--- config.mk ---
export PLATFORM = sky130hd
export DESIGN_NAME = eb1_lsu_fault_pipe
export DESIGN_NICKNAME = d
export VERILOG_FILES = /design/src/rtl/eb1_pkg.sv /design/src/rtl/eb1_lsu_fault_stage.sv /design/src/rtl/eb1_lsu_fault_pipe.sv
export SDC_FILE = /design/constraint.sdc
export NUM_CORES = 1
export LEC_CHECK = 0
export BUFFER_PORTS_ARGS = -buffer_cell sky130_fd_sc_hd__buf_4
export CAP_MARGIN = 20
export CORE_ASPECT_RATIO = 0.6
export CORE_MARGIN = 4
export CORE_UTILIZATION = 50
export DETAILED_ROUTE_END_ITERATION = 6
export PLACE_DENSITY_LB_ADDON = 0.1
export SYNTH_ARGS = -nofsm -noshare
export SYNTH_HDL_FRONTEND = slang
export SYNTH_SLANG_ARGS = --single-unit
--- constraint.sdc ---
create_clock -name clk -period 3.4 [get_ports clk]
set_input_delay 0.68 -clock clk [delete_from_list [all_inputs] [get_ports clk]]
set_output_delay 0.68 -clock clk [all_outputs]
set_load 0.02 [all_outputs]
--- src/rtl/eb1_pkg.sv ---
// Shared types for the LSU fault pipe: the fault packet carried to the trap
// unit and the per-stage pipe entry with its fast-interrupt error tag.
package eb1_pkg;

  localparam int unsigned EB1_ADDR_W = 32;

  typedef enum logic [1:0] {
    FIR_NONE    = 2'b00,
    FIR_NONDCCM = 2'b01,
    FIR_DCCM    = 2'b10,
    FIR_ACCESS  = 2'b11
  } eb1_fir_code_e;

  typedef struct packed {
    logic                  exc_type;
    logic                  inst_type;
    logic [3:0]            mscause;
    logic [EB1_ADDR_W-1:0] addr;
  } eb1_lsu_fault_pkt_t;

  typedef struct packed {
    logic               fir;
    eb1_fir_code_e      fir_code;
    eb1_lsu_fault_pkt_t pkt;
  } eb1_lsu_fault_entry_t;

  // Non-DCCM error outranks DCCM error; a plain fault on a fast-int fetch
  // reports as an access error.
  function automatic eb1_fir_code_e eb1_fir_code(input logic nondccm, input logic dccm);
    if (nondccm)   return FIR_NONDCCM;
    else if (dccm) return FIR_DCCM;
    else           return FIR_ACCESS;
  endfunction

endpackage

--- src/rtl/eb1_lsu_fault_stage.sv ---
// One pipe stage of the fault pipe: a valid bit plus payload, with a kill
// that drops the entry on its way in. Payload holds when nothing is loaded.
module eb1_lsu_fault_stage
  import eb1_pkg::*;
(
  input  logic                 clk,
  input  logic                 rst,
  input  logic                 i_valid,
  input  logic                 i_kill,
  input  eb1_lsu_fault_entry_t i_entry,
  output logic                 o_valid,
  output eb1_lsu_fault_entry_t o_entry
);

  logic                 r_valid;
  eb1_lsu_fault_entry_t r_entry;
  logic                 w_load;

  assign w_load = i_valid & ~i_kill;

  always_ff @(posedge clk) begin
    if (rst) begin
      r_valid <= 1'b0;
      r_entry <= '0;
    end else begin
      r_valid <= w_load;
      if (w_load) r_entry <= i_entry;
    end
  end

  assign o_valid = r_valid;
  assign o_entry = r_entry;

endmodule

--- src/rtl/eb1_lsu_fault_pipe.sv ---
// LSU fault pipe: stages D-stage address-check faults through M and R, emits
// one error packet or fast-int error code at R, and keeps a sticky first-fault
// capture. Optional saturating fault counter under EB1_LSU_FAULT_CNT_EN.
module eb1_lsu_fault_pipe
  import eb1_pkg::*;
#(
  parameter int unsigned ADDR_W = 32,
  parameter int unsigned CNT_W  = 16
) (
  input  logic               clk,
  input  logic               rst,
  input  logic               lsu_valid_d,
  input  logic               lsu_store_d,
  input  logic               lsu_dma_d,
  input  logic               lsu_fast_int_d,
  input  logic [ADDR_W-1:0]  start_addr_d,
  input  logic               access_fault_d,
  input  logic               misaligned_fault_d,
  input  logic [3:0]         exc_mscause_d,
  input  logic               fir_dccm_access_error_d,
  input  logic               fir_nondccm_access_error_d,
  input  logic               flush_m,
  input  logic               flush_r,
  input  logic               clr_fault,
  output logic               err_valid_r,
  output eb1_lsu_fault_pkt_t err_pkt_r,
  output logic [1:0]         fir_error_r,
  output logic               fault_valid,
  output eb1_lsu_fault_pkt_t fault_pkt,
  output logic [CNT_W-1:0]   fault_cnt
);

  logic                 w_fault_d;
  logic                 w_fir_err_d;
  logic                 w_valid_d;
  eb1_lsu_fault_entry_t w_entry_d;
  logic                 w_valid_m;
  eb1_lsu_fault_entry_t w_entry_m;
  logic                 w_valid_r;
  eb1_lsu_fault_entry_t w_entry_r;

  logic                 r_fault_valid;
  eb1_lsu_fault_pkt_t   r_fault_pkt;

  assign w_fault_d   = access_fault_d | misaligned_fault_d;
  assign w_fir_err_d = lsu_fast_int_d & (fir_dccm_access_error_d | fir_nondccm_access_error_d);
  assign w_valid_d   = lsu_valid_d & ~lsu_dma_d & (w_fault_d | w_fir_err_d);

  always_comb begin
    w_entry_d               = '0;
    w_entry_d.fir           = lsu_fast_int_d;
    w_entry_d.fir_code      = eb1_fir_code(fir_nondccm_access_error_d, fir_dccm_access_error_d);
    w_entry_d.pkt.exc_type  = misaligned_fault_d;
    w_entry_d.pkt.inst_type = lsu_store_d;
    w_entry_d.pkt.mscause   = exc_mscause_d;
    w_entry_d.pkt.addr      = EB1_ADDR_W'(start_addr_d);
  end

  eb1_lsu_fault_stage u_stage_m (
    .clk     (clk),
    .rst     (rst),
    .i_valid (w_valid_d),
    .i_kill  (flush_m),
    .i_entry (w_entry_d),
    .o_valid (w_valid_m),
    .o_entry (w_entry_m)
  );

  eb1_lsu_fault_stage u_stage_r (
    .clk     (clk),
    .rst     (rst),
    .i_valid (w_valid_m),
    .i_kill  (flush_r),
    .i_entry (w_entry_m),
    .o_valid (w_valid_r),
    .o_entry (w_entry_r)
  );

  // Outputs decode straight from the R-stage flops, so they are registered.
  always_comb begin
    err_valid_r = w_valid_r & ~w_entry_r.fir;
    fir_error_r = FIR_NONE;
    if (w_valid_r & w_entry_r.fir) fir_error_r = w_entry_r.fir_code;
    err_pkt_r   = w_entry_r.pkt;
  end

  always_ff @(posedge clk) begin
    if (rst) begin
      r_fault_valid <= 1'b0;
      r_fault_pkt   <= '0;
    end else if (clr_fault) begin
      r_fault_valid <= err_valid_r;
      if (err_valid_r) r_fault_pkt <= err_pkt_r;
    end else if (err_valid_r & ~r_fault_valid) begin
      r_fault_valid <= 1'b1;
      r_fault_pkt   <= err_pkt_r;
    end
  end

  assign fault_valid = r_fault_valid;
  assign fault_pkt   = r_fault_pkt;

`ifdef EB1_LSU_FAULT_CNT_EN
  logic [CNT_W-1:0] r_fault_cnt;
  logic             w_cnt_evt;

  assign w_cnt_evt = err_valid_r | (fir_error_r != 2'b00);

  always_ff @(posedge clk) begin
    if (rst)
      r_fault_cnt <= '0;
    else if (clr_fault)
      r_fault_cnt <= CNT_W'(w_cnt_evt);
    else if (w_cnt_evt && (r_fault_cnt != '1))
      r_fault_cnt <= r_fault_cnt + CNT_W'(1);
  end

  assign fault_cnt = r_fault_cnt;
`else
  assign fault_cnt = '0;
`endif

endmodule

==> metrics.md, run 1 <==
| Metric | Value |
|---|---|
| Endpoints failing hold | 0 |
| Placed insts | 777 |
| Synth cell types | 30 |
| Height of the die | 85.6 µm |
| Core ar. | 0.00946 mm² |
| Status | completed |
| Critical Path RT | 2720 ps |
| Routability Congestion | 0.805 |
| Crit path DAT | 1770 ps |
| Area Overhead vs Synth | 23.9% |
| Worst slew margin | 0.341 |
| RSZ-0062 raised after global routing | no |
| Clk sinks | 123 |
| Clock H-tree levels | 4 |
| Via Count | between 4,000 and 5,000 |
| Postcts setup bufs | 0 |
| Vias in the first global route | approximately 3,900 |
| Pins Over Slew Limit | 0 |
| Hold buffer count at cts | 0 |
| Largest net degree at the start of global routing | 82 |
| Total gr overflow | 0 |
| Fin crit period | between 2000 and 2500 ps |
| Clk buf depth | 2 |
| Final Cycle Share | 0.720 |
| Antenna viol nets, final | 0 |
| Predominant post-synthesis flop cell | dfxtp_1 |
| Maximum clock rate | ~0.41 GHz |
| Iteration count of the initial detailed-routing pass | 5 |
| Final HPWL DP | 7870 µm |
| Top cells by area, synth | dfxtp_1 49%, nand2_1 12%, buf_4 8.2%, a21oi_1 8.0%, mux2i_1 7.6% |
| Routed wire per std cell | approximately 15 µm |
| Reg clk slew, reported paths | 50 ps |
| Power per Cell Area | 541 mW/mm² |
| Count of warnings emitted by yosys | 0 |
| Synth Area per Inst | 8.35 µm² |
| Post_cts resized | 0 |
| Final Skew | around 6.4 ps |
| Cell accounting for the most synthesized area | dfxtp_1 |
| Avg Vias per Cell | about 5.2 |
| Die Area | between 0.01 and 0.015 mm² |
| WL met3 | 1010 µm |
| Number of flops mapped to enable cells by yosys | 0 |
| CTS buffer count | 17 |
| Leak | ~2.5 nW |
| Register area share after synthesis | 0.491 |
| Worst vdd ir | ~0.38 mV |
| Setup Viol. Count Final | 0 |
| Row count | 27 |
| Residual DRC count | 0 |
| R2R Setup Slk | 1410 ps |
| CP Launch Type | flop |
| Worst-skew pair later-pin latency | approximately 400 ps |
| Total wire length | between 10,000 and 15,000 µm |
| Critical Path End Type | primary output |
| Min-delay worst type | reg2reg |
| Layout cells sized above 1 | 0.252 |
| Share of synthesized registers carrying an async set or reset | 0 |
| Power, Total | 3.37 mW |
| Worst Setup Path Type | reg2out |
| First-pass GRT wire length | 19,800 µm |
| # diodes | 0 |
| Synthesized area | 0.00502 mm² |
| Overall Global Routing Usage | 0.214 |
| Critical Path Fanout Max | 40 |
| Top-level port count | between 100 and 150 |
| WL met1 | 5800 µm |
| Max Used Layer | met4 |
| Synth Register Bits | 123 |
| Area fraction of the dominant cell type after synthesis | 0.491 |
| Starting Density | 0.530 |
| CTS tree | built |
| Max-cap violations | 0 |
| Clock Tree Root | clkbuf_16 |
| Core Util, Final | 0.657 |
| Setup TNS | 0 ps |
| Tightest Pin Transition | 987 ps |
| Synthesized instance count | 601 |
| DIE WIDTH | 137 µm |
| Initial antenna violation count | 0 |
| Nets | 715 |
| Fin cells | roughly 810 |
| PortBufs | ~130 |
| Iteration-0 DRC Markers | 226 |
| Met2 WL | 5490 µm |
## flip-flops by register name (all words and copies together) (netlist names)
signal / cells
u_stage_m.o_valid: 1
u_stage_m.o_entry: 41
fault_pkt: 38
fault_valid: 1
u_stage_r.o_entry: 41
u_stage_r.o_valid: 1
## metal layers
metal / track usage / vias to the layer above
met4: 0.0788 / 0
met2: 0.316 / 160
met5: 0 / -
met1: 0.299 / 2011
li1: - / 2056
met3: 0.0598 / 19
## cell usage after synthesis, types with 2 or more instances
| cell | count |
|---|---|
| a21oi_1 | 80 |
| and3_1 | 2 |
| buf_1 | 3 |
| buf_2 | 14 |
| buf_4 | 55 |
| buf_6 | 5 |
| clkbuf_1 | 24 |
| dfxtp_1 | 123 |
| inv_1 | 2 |
| mux2i_1 | 38 |
| nand2_1 | 159 |
| nand2b_1 | 2 |
| nand3_1 | 39 |
| nor2b_1 | 2 |
| o21ai_0 | 35 |
| o21ai_1 | 4 |
## power breakdown
group / switching [mW] / internal [mW]
Combinational: 0.0918 / 0.0642
Clock: 0.603 / 1.14
Sequential: 0.00969 / 1.46
Total: 0.704 / 2.66
## through the flow
stage	area [µm²]	hold WS, ps	setup WS, ps
CTS	6220	452	941
global placement	5630	437	1150
floorplan	5070	429	1780
global route	6220	465	824
detailed placement	5630	444	1080
finish	6220	447	953
## final timing paths
path	startpoint	endpoint	cells past startpoint
max	u_stage_r.o_entry[40]$_SDFFE_PP0P_	err_valid_r	3
min	u_stage_m.o_entry[37]$_SDFFE_PP0P_	u_stage_r.o_entry[37]$_SDFFE_PP0P_	2
max reg2reg	u_stage_r.o_entry[40]$_SDFFE_PP0P_	fault_pkt[30]$_SDFFE_PP0P_	5
min reg2reg	u_stage_m.o_entry[37]$_SDFFE_PP0P_	u_stage_r.o_entry[37]$_SDFFE_PP0P_	2
## kinds of logic (layout without fill, tap and decap cells)
family,after synthesis,count (layout),share of synthesized area
AOI/OAI and AO/OA,125,125,0.129
DFF,123,123,0.491
and+or+nand+nor,209,209,0.173
buffers and inverters,105,168,0.131
other,1,16,0.000748
muxes,38,38,0.0758
## layout by cell type, fill, tap and decap left out, drive strengths merged
cell type / n
buf: 133
nand2b: 3
nor2: 1
clkbuf: 26
nand2: 159
o311ai: 1
or3: 1
conb: 16
bufinv: 1
o31a: 1
clkinvlp: 1
dfxtp: 123
and3: 2
inv: 3
a31oi: 1
mux2i: 38
and2: 1
clkinv: 4
nor3b: 1
nand3: 39
a21oi: 80
o21a: 1
nor2b: 2
o21ai: 39
o211a: 1
o221ai: 1
## critical path, cell delays in order, from the launching register on
cell	delay, ps
dfxtp_1	360
nand2b_2	650
inv_1	130
buf_4	190
## layout make-up
| type | count | area, µm² |
|---|---|---|
| fill | 812 | 3240 |
| sequential | 123 | 2460 |
| multi-input combinational | 388 | 1970 |
| timing repair buffer | 133 | 1020 |
| clock buffer | 26 | 529 |
| tap | 130 | 163 |
| clock inverter | 6 | 57.6 |
| inverter | 3 | 11.3 |
Note: power is estimated with default switching activity, not from simulation.
==> run 2: changes to the inputs <==
==> constraint.sdc (replaced) <==
create_clock -name clk -period 2.4 [get_ports clk]
set_input_delay 0.48 -clock clk [delete_from_list [all_inputs] [get_ports clk]]
set_output_delay 0.48 -clock clk [all_outputs]
set_load 0.02 [all_outputs]
==> run 2 against run 1 <==
  * Die area did not move
  * Design area rose by 1.4%
  * Sequential power rose by 41%
==> metrics.md, run 2 (synthesized netlist as in run 1, its figures left out) <==
| Metric | Value |
|---|---|
| Max Used Layer | met4 |
| Gate power share | 0.045 (about the same) |
| Post_cts resized | 0 (unchanged) |
| Clock H-tree levels | 4 (unchanged) |
| Core ar. | 0.00946 mm² (unchanged) |
| Clk buf depth | 2 (unchanged) |
| Switching Share | 0.201 (-0.00865) |
| Min-delay worst type | in2reg |
| Routed wire per std cell | 15.6 µm (+0.78%) |
| Clk pwr share | 0.537 (+0.020) |
| Antenna viol nets, final | 0 (unchanged) |
| Nets | 720 (+0.70%) |
| Crit path largest cell delay | 330 ps (-320 ps) |
| CP cell instances | nand2b_2, inv_1, buf_4, buf_4 |
| Filler Cell Count | 792 (-2.5%) |
| Fin area | 0.00630 mm² (+1.4%) |
| Crit path DAT | 1410 ps (-360 ps) |
| Reg clk slew, reported paths | 50 ps (about the same) |
| Leak | 2.53 nW (+2.0%) |
| First-pass GRT wire length | 20,300 µm (+2.5%) |
| CTS buffer count | 17 (unchanged) |
| Reg power frac | 0.418 (-0.019) |
| Overall Global Routing Usage | 0.220 (+0.00653) |
| Starting Density | 0.530 (unchanged) |
| Setup Viol. Count Final | 0 (unchanged) |
| P_sw | 1.00 mW (+42%) |
| Multi-input logic area | 0.00197 mm² (unchanged) |
| RSZ-0062 raised after global routing | no |
| Critical Path End Type | primary output |
| Setup TNS | 0 ps (unchanged) |
| Tightest Pin Transition | 935 ps (-51.8 ps) |
| PortBufs | 128 (unchanged) |
| Height of the die | 85.6 µm (unchanged) |
| Routability Congestion | 0.811 (+0.71%) |
| Avg Vias per Cell | 5.16 (-1.6%) |
| Power per Cell Area | 791 mW/mm² (+46%) |
| Maximum clock rate | 0.528 GHz |
| Worst-skew pair later-pin latency | 410 ps (about the same) |
| Status | completed |
| Clock Tree Root | clkbuf_16 |
| Final Cycle Share | 0.789 |
| Via Count | 4,204 (-0.99%) |
| Vias in the first global route | 4,097 (+6.2%) |
| Die Area | 0.0118 mm² (unchanged) |
| Iteration-0 DRC Markers | 264 (+17%) |
| Worst vdd ir | 0.559 mV (+45%) |
| Highest-count cells in the layout ignoring fill and taps | 159 x nand2_1, 136 x buf_4, 123 x dfxtp_1, 80 x a21oi_1, 39 x nand3_1 |
| Hold buffer count at cts | 0 (unchanged) |
| Met2 WL | 5770 µm (+5.0%) |
| Row count | 27 (unchanged) |
| Dpl cell area | 0.00567 mm² (+0.67%) |
| Total wire length | 12,700 µm (+1.4%) |
| Pins Over Slew Limit | 0 (unchanged) |
| DIE WIDTH | 137 µm (unchanged) |
| Initial antenna violation count | 0 (unchanged) |
| CTS tree | built |
| CP most frequent cell | buf_4 |
| Residual DRC count | 0 (unchanged) |
| FF+latch area | 0.00246 mm² (unchanged) |
| Int Power | 3.99 mW (+50%) |
| Clk sinks | 123 (unchanged) |
| Commonest non-fill, non-tap cell in the layout | nand2_1 |
| Endpoints failing hold | 0 (unchanged) |
| Largest net degree at the start of global routing | 82 (unchanged) |
| CP max-delay cell | dfxtp_1 |
| # diodes | 0 (unchanged) |
| WL met1 | 5750 µm (-0.74%) |
| Critical Path RT | 1920 ps (-800 ps) |
| Worst slew margin | 0.377 (+0.0359) |
| Postcts setup bufs | 0 (unchanged) |
| CP Launch Type | flop |
| Iteration count of the initial detailed-routing pass | 5 (unchanged) |
| Critical Path Fanout Max | 19 (-53%) |
| Area Overhead vs Synth | 25.6% |
| Fin crit period | 1890 ps |
| Total gr overflow | 0 (unchanged) |
| Layout cells sized above 1 | 0.257 (+0.00547) |
| Final HPWL DP | 8190 µm (+4.0%) |
| Top-level port count | 145 (unchanged) |
| Worst Setup Path Type | reg2out |
| WL met3 | 1000 µm (-0.30%) |
| Final Skew | 4.86 ps (-1.55 ps) |
| Max-cap violations | 0 (unchanged) |
-- run 2: critical path: cells and delay by family, from the launching register on --
kind                   cells  cell delay, ps
buffers and inverters      3             480
DFF                        1             330
and+or+nand+nor            1             190
-- run 2: path summary, 6_finish.rpt --
check	start	endpoint	slack, ps	cells after the start
worst max-delay path	u_stage_r.o_entry[40]$_SDFFE_PP0P_	err_valid_r	510	4
worst min-delay path	fir_dccm_access_error_d	u_stage_m.o_entry[38]$_SDFFE_PP0P_	270	2
worst max register to register	u_stage_m.o_valid$_SDFF_PP0_	u_stage_r.o_entry[21]$_SDFFE_PP0P_	1010	3
worst min register to register	u_stage_r.o_entry[39]$_SDFFE_PP0P_	u_stage_r.o_entry[39]$_SDFFE_PP0P_	450	2
-- run 2: routing by layer --
metal  vias to the layer above  track usage
met5                         -            0
met4                         0       0.0924
met3                        16       0.0604
met2                       141        0.337
met1                      1982        0.293
li1                       2065            -
-- run 2: stage by stage --
stage	hold WS, ps	power (mW)	worst slack [ps]	std cells	util
finish	265	4.99	506	814	0.666
detailed placement	444	2.35	494	782	0.599
CTS	255	5.02	494	814	0.666
floorplan	429	2.27	981	616	-
global placement	437	2.34	595	782	0.599
global route	257	5.15	401	814	0.666
-- run 2: power groups by stage --
stage	Sequential (mW)	Combinational (mW)	Clock, mW
floorplan	2.12	0.153	0
global placement	2.12	0.220	0
detailed placement	2.13	0.224	0
CTS	2.08	0.225	2.71
global route	2.08	0.246	2.82
finish	2.08	0.225	2.68
-- run 2: final cells by class --
cell class	count	area share
Clock buffer	26	0.0840
Clock inverter	6	0.0167
Inverter	3	0.00179
Multi-Input combinational cell	388	0.313
Sequential cell	123	0.391
Tap cell	130	0.0258
Timing Repair Buffer	138	0.168
==> run 3: changes to the inputs <==
==> constraint.sdc (replaced) <==
create_clock -name clk -period 1.94 [get_ports clk]
set_input_delay 0.388 -clock clk [delete_from_list [all_inputs] [get_ports clk]]
set_output_delay 0.388 -clock clk [all_outputs]
set_load 0.02 [all_outputs]
==> run 3 against run 2 <==
  * Clock power grew 20%
  * Routed wire length increased by 0.88%
  * Highest routed layer unchanged
  * Combinational power up 27%
  * Count of clock-buffer cells in the layout fell by 8
  * Core utilization is 0.48 points higher
  * Register-to-register slack worse by 480 ps
  * Clock skew is essentially flat
  * Critical endpoint unchanged
  * Worst setup slack got worse by 270 ps
==> metrics.md, run 3 (synthesized netlist as in run 1, its figures left out) <==
| Metric | Value |
|---|---|
| Status | completed |
| Pre-CTS setup slack | 247 ps (-247 ps) |
| WL met1 | 5980 µm (+4.0%) |
| Via Count | 4,217 (+0.31%) |
| Hold buffer count at cts | 0 (unchanged) |
| Fin crit period | 1700 ps |
| Core ar. | 0.00946 mm² (unchanged) |
| Clk buf depth | 2 (unchanged) |
| Reg2reg path depth | 5 (+2) |
| Filler Cell Count | 792 (unchanged) |
| Final HPWL DP | 8330 µm (+1.7%) |
| Area Overhead vs Synth | 26.5% |
| Vias in the first global route | 3,994 (-2.5%) |
| Highest-count cells in the layout ignoring fill and taps | 159 x nand2_1, 137 x buf_4, 123 x dfxtp_1, 80 x a21oi_1, 39 x nand3_1 |
| Int Power | 4.73 mW (+19%) |
| Endpoints failing hold | 0 (unchanged) |
| Switching Share | 0.220 (+0.0193) |
| CP max-delay cell | dfxtp_1 |
| PortBufs | 128 (unchanged) |
| Clk sinks | 123 (unchanged) |
| Reg power frac | 0.425 (+0.007) |
| Worst vdd ir | 0.678 mV (+21%) |
| Iteration-0 DRC Markers | 233 (-12%) |
| Clock Tree Root | clkbuf_16 |
| Critical Path End Type | primary output |
| Post_cts resized | 0 (unchanged) |
| Row count | 27 (unchanged) |
| Final Skew | 4.99 ps (+0.127 ps) |
| Critical Path Fanout Max | 5 (-14) |
| Maximum clock rate | approximately 0.6 GHz |
| WP buf/inv | 2 (-1) |
| Met2 WL | 5530 µm (-4.1%) |
| Starting Density | 0.530 (unchanged) |
| Placed insts | 786 (+0.51%) |
| Initial antenna violation count | 0 (unchanged) |
| Crit path largest cell delay | 320 ps (about the same) |
| P_sw | 1.33 mW (+33%) |
| Reg clk slew, reported paths | 50 ps (about the same) |
| Hold Crit Depth | 2 (unchanged) |
| Worst Setup Path Type | reg2out |
| Hold wc startpoint | fir_dccm_access_error_d |
| Commonest non-fill, non-tap cell in the layout | nand2_1 |
| Gate power share | 0.047 (+0.002) |
| # diodes | 0 (unchanged) |
| Routed wire per std cell | 15.6 µm (+0.38%) |
| Iteration count of the initial detailed-routing pass | 5 (unchanged) |
| Postcts setup bufs | 0 (unchanged) |
| Worst Hold End | u_stage_m.o_entry[38]$_SDFFE_PP0P_ |
| CP Launch Type | flop |
| Largest net degree at the start of global routing | 82 (unchanged) |
| Crit path DAT | 1320 ps (-90 ps) |
| Worst setup margin | 236 ps (-271 ps) |
| Layout cells sized above 1 | 0.265 (+0.00722) |
| Total wire length | 12,800 µm (+0.88%) |
| Reg2Reg Capture Point | fault_pkt[13]$_SDFFE_PP0P_ |
| Residual DRC count | 0 (unchanged) |
| Worst-skew pair later-pin latency | 410 ps (about the same) |
| R2R Setup Slk | 530 ps (-480 ps) |
| Max Used Layer | met4 |
| CTS buffer count | 17 (unchanged) |
| Setup TNS | 0 ps (unchanged) |
| Min-delay worst type | in2reg |
| Worst hold slack | 176 ps (-88.6 ps) |
| Total gr overflow | 0 (unchanged) |
| CTS tree | built |
| Final Cycle Share | 0.879 |
| First-pass GRT wire length | 20,200 µm (-0.34%) |
| DIE WIDTH | 137 µm (unchanged) |
| Pins Over Slew Limit | 0 (unchanged) |
| Clk pwr share | 0.528 (-0.009) |
| Critical Path RT | 1550 ps (-370 ps) |
| R2R Path Start | u_stage_r.o_entry[40]$_SDFFE_PP0P_ |
| CP cell instances | nand2b_2, inv_1, buf_4 |
| RSZ-0062 raised after global routing | no |
| Fin cells | 818 (+0.49%) |
| Core Util, Final | 0.671 (+0.00476) |
| Height of the die | 85.6 µm (unchanged) |
| Antenna viol nets, final | 0 (unchanged) |
| Overall Global Routing Usage | 0.221 (+0.00112) |
| Nets | 724 (+0.56%) |
| Routability Congestion | 0.809 (-0.19%) |
| Avg Vias per Cell | 5.16 (-0.18%) |
| Die Area | 0.0118 mm² (unchanged) |
| WL met3 | 1080 µm (+8.1%) |
| Leak | 2.53 nW (about the same) |
| CP delay by family, top | buffers and inverters |
| Top-level port count | 145 (unchanged) |
| Max-cap violations | 0 (unchanged) |
| Setup Viol. Count Final | 0 (unchanged) |
| Clock H-tree levels | 4 (unchanged) |
| Power per Cell Area | 956 mW/mm² (+21%) |
[run 3: changes by cell type in the layout (fill, tap and decap cells not counted), sizes merged]
cell / change
buf: +4
clkinv: +3
clkinvlp: +5
clkbuf: -8
[run 3: per-layer routing]
metal  track usage  vias to the layer above
met5             0                        -
met4        0.0806                        0
met3        0.0662                       19
met2         0.328                      160
met1         0.306                     1955
li1              -                     2083
[run 3: final cells by class]
class	instances	area [µm²]	share of cell area
Tap cell	130	163	0.0256
Multi-Input combinational cell	388	1970	0.310
Inverter	3	11.3	0.00177
Timing Repair Buffer	142	1130	0.178
Clock inverter	14	173	0.0272
Clock buffer	18	439	0.0692
Sequential cell	123	2460	0.388
[run 3: stage by stage]
stage | power, mW | area, µm²
global placement | 2.91 | 5730
finish | 6.07 | 6350
floorplan | 2.81 | 5070
global route | 6.26 | 6350
detailed placement | 2.91 | 5730
CTS | 6.11 | 6350
[run 3: how the worst max path moves through the flow]
stage / from / to / slack (ps) / depth (start not counted)
floorplan: fault_valid$_SDFFE_PP0P_ / fault_pkt[0]$_SDFFE_PP0P_ / 610 / 5
global placement: lsu_dma_d / u_stage_m.o_entry[4]$_SDFFE_PP0P_ / 350 / 5
detailed placement: lsu_dma_d / u_stage_m.o_entry[31]$_SDFFE_PP0P_ / 250 / 5
CTS: u_stage_r.o_entry[40]$_SDFFE_PP0P_ / err_valid_r / 220 / 3
global route: u_stage_r.o_entry[40]$_SDFFE_PP0P_ / err_valid_r / 180 / 3
finish: u_stage_r.o_entry[40]$_SDFFE_PP0P_ / err_valid_r / 240 / 3
[run 3: power by group through the flow]
stage	combinational [mW]	clock [mW]	sequential, mW
after floorplan	0.190	0	2.62
after global placement	0.278	0	2.63
after detailed placement	0.284	0	2.63
after CTS	0.285	3.25	2.58
after global routing	0.312	3.37	2.58
final	0.286	3.21	2.58
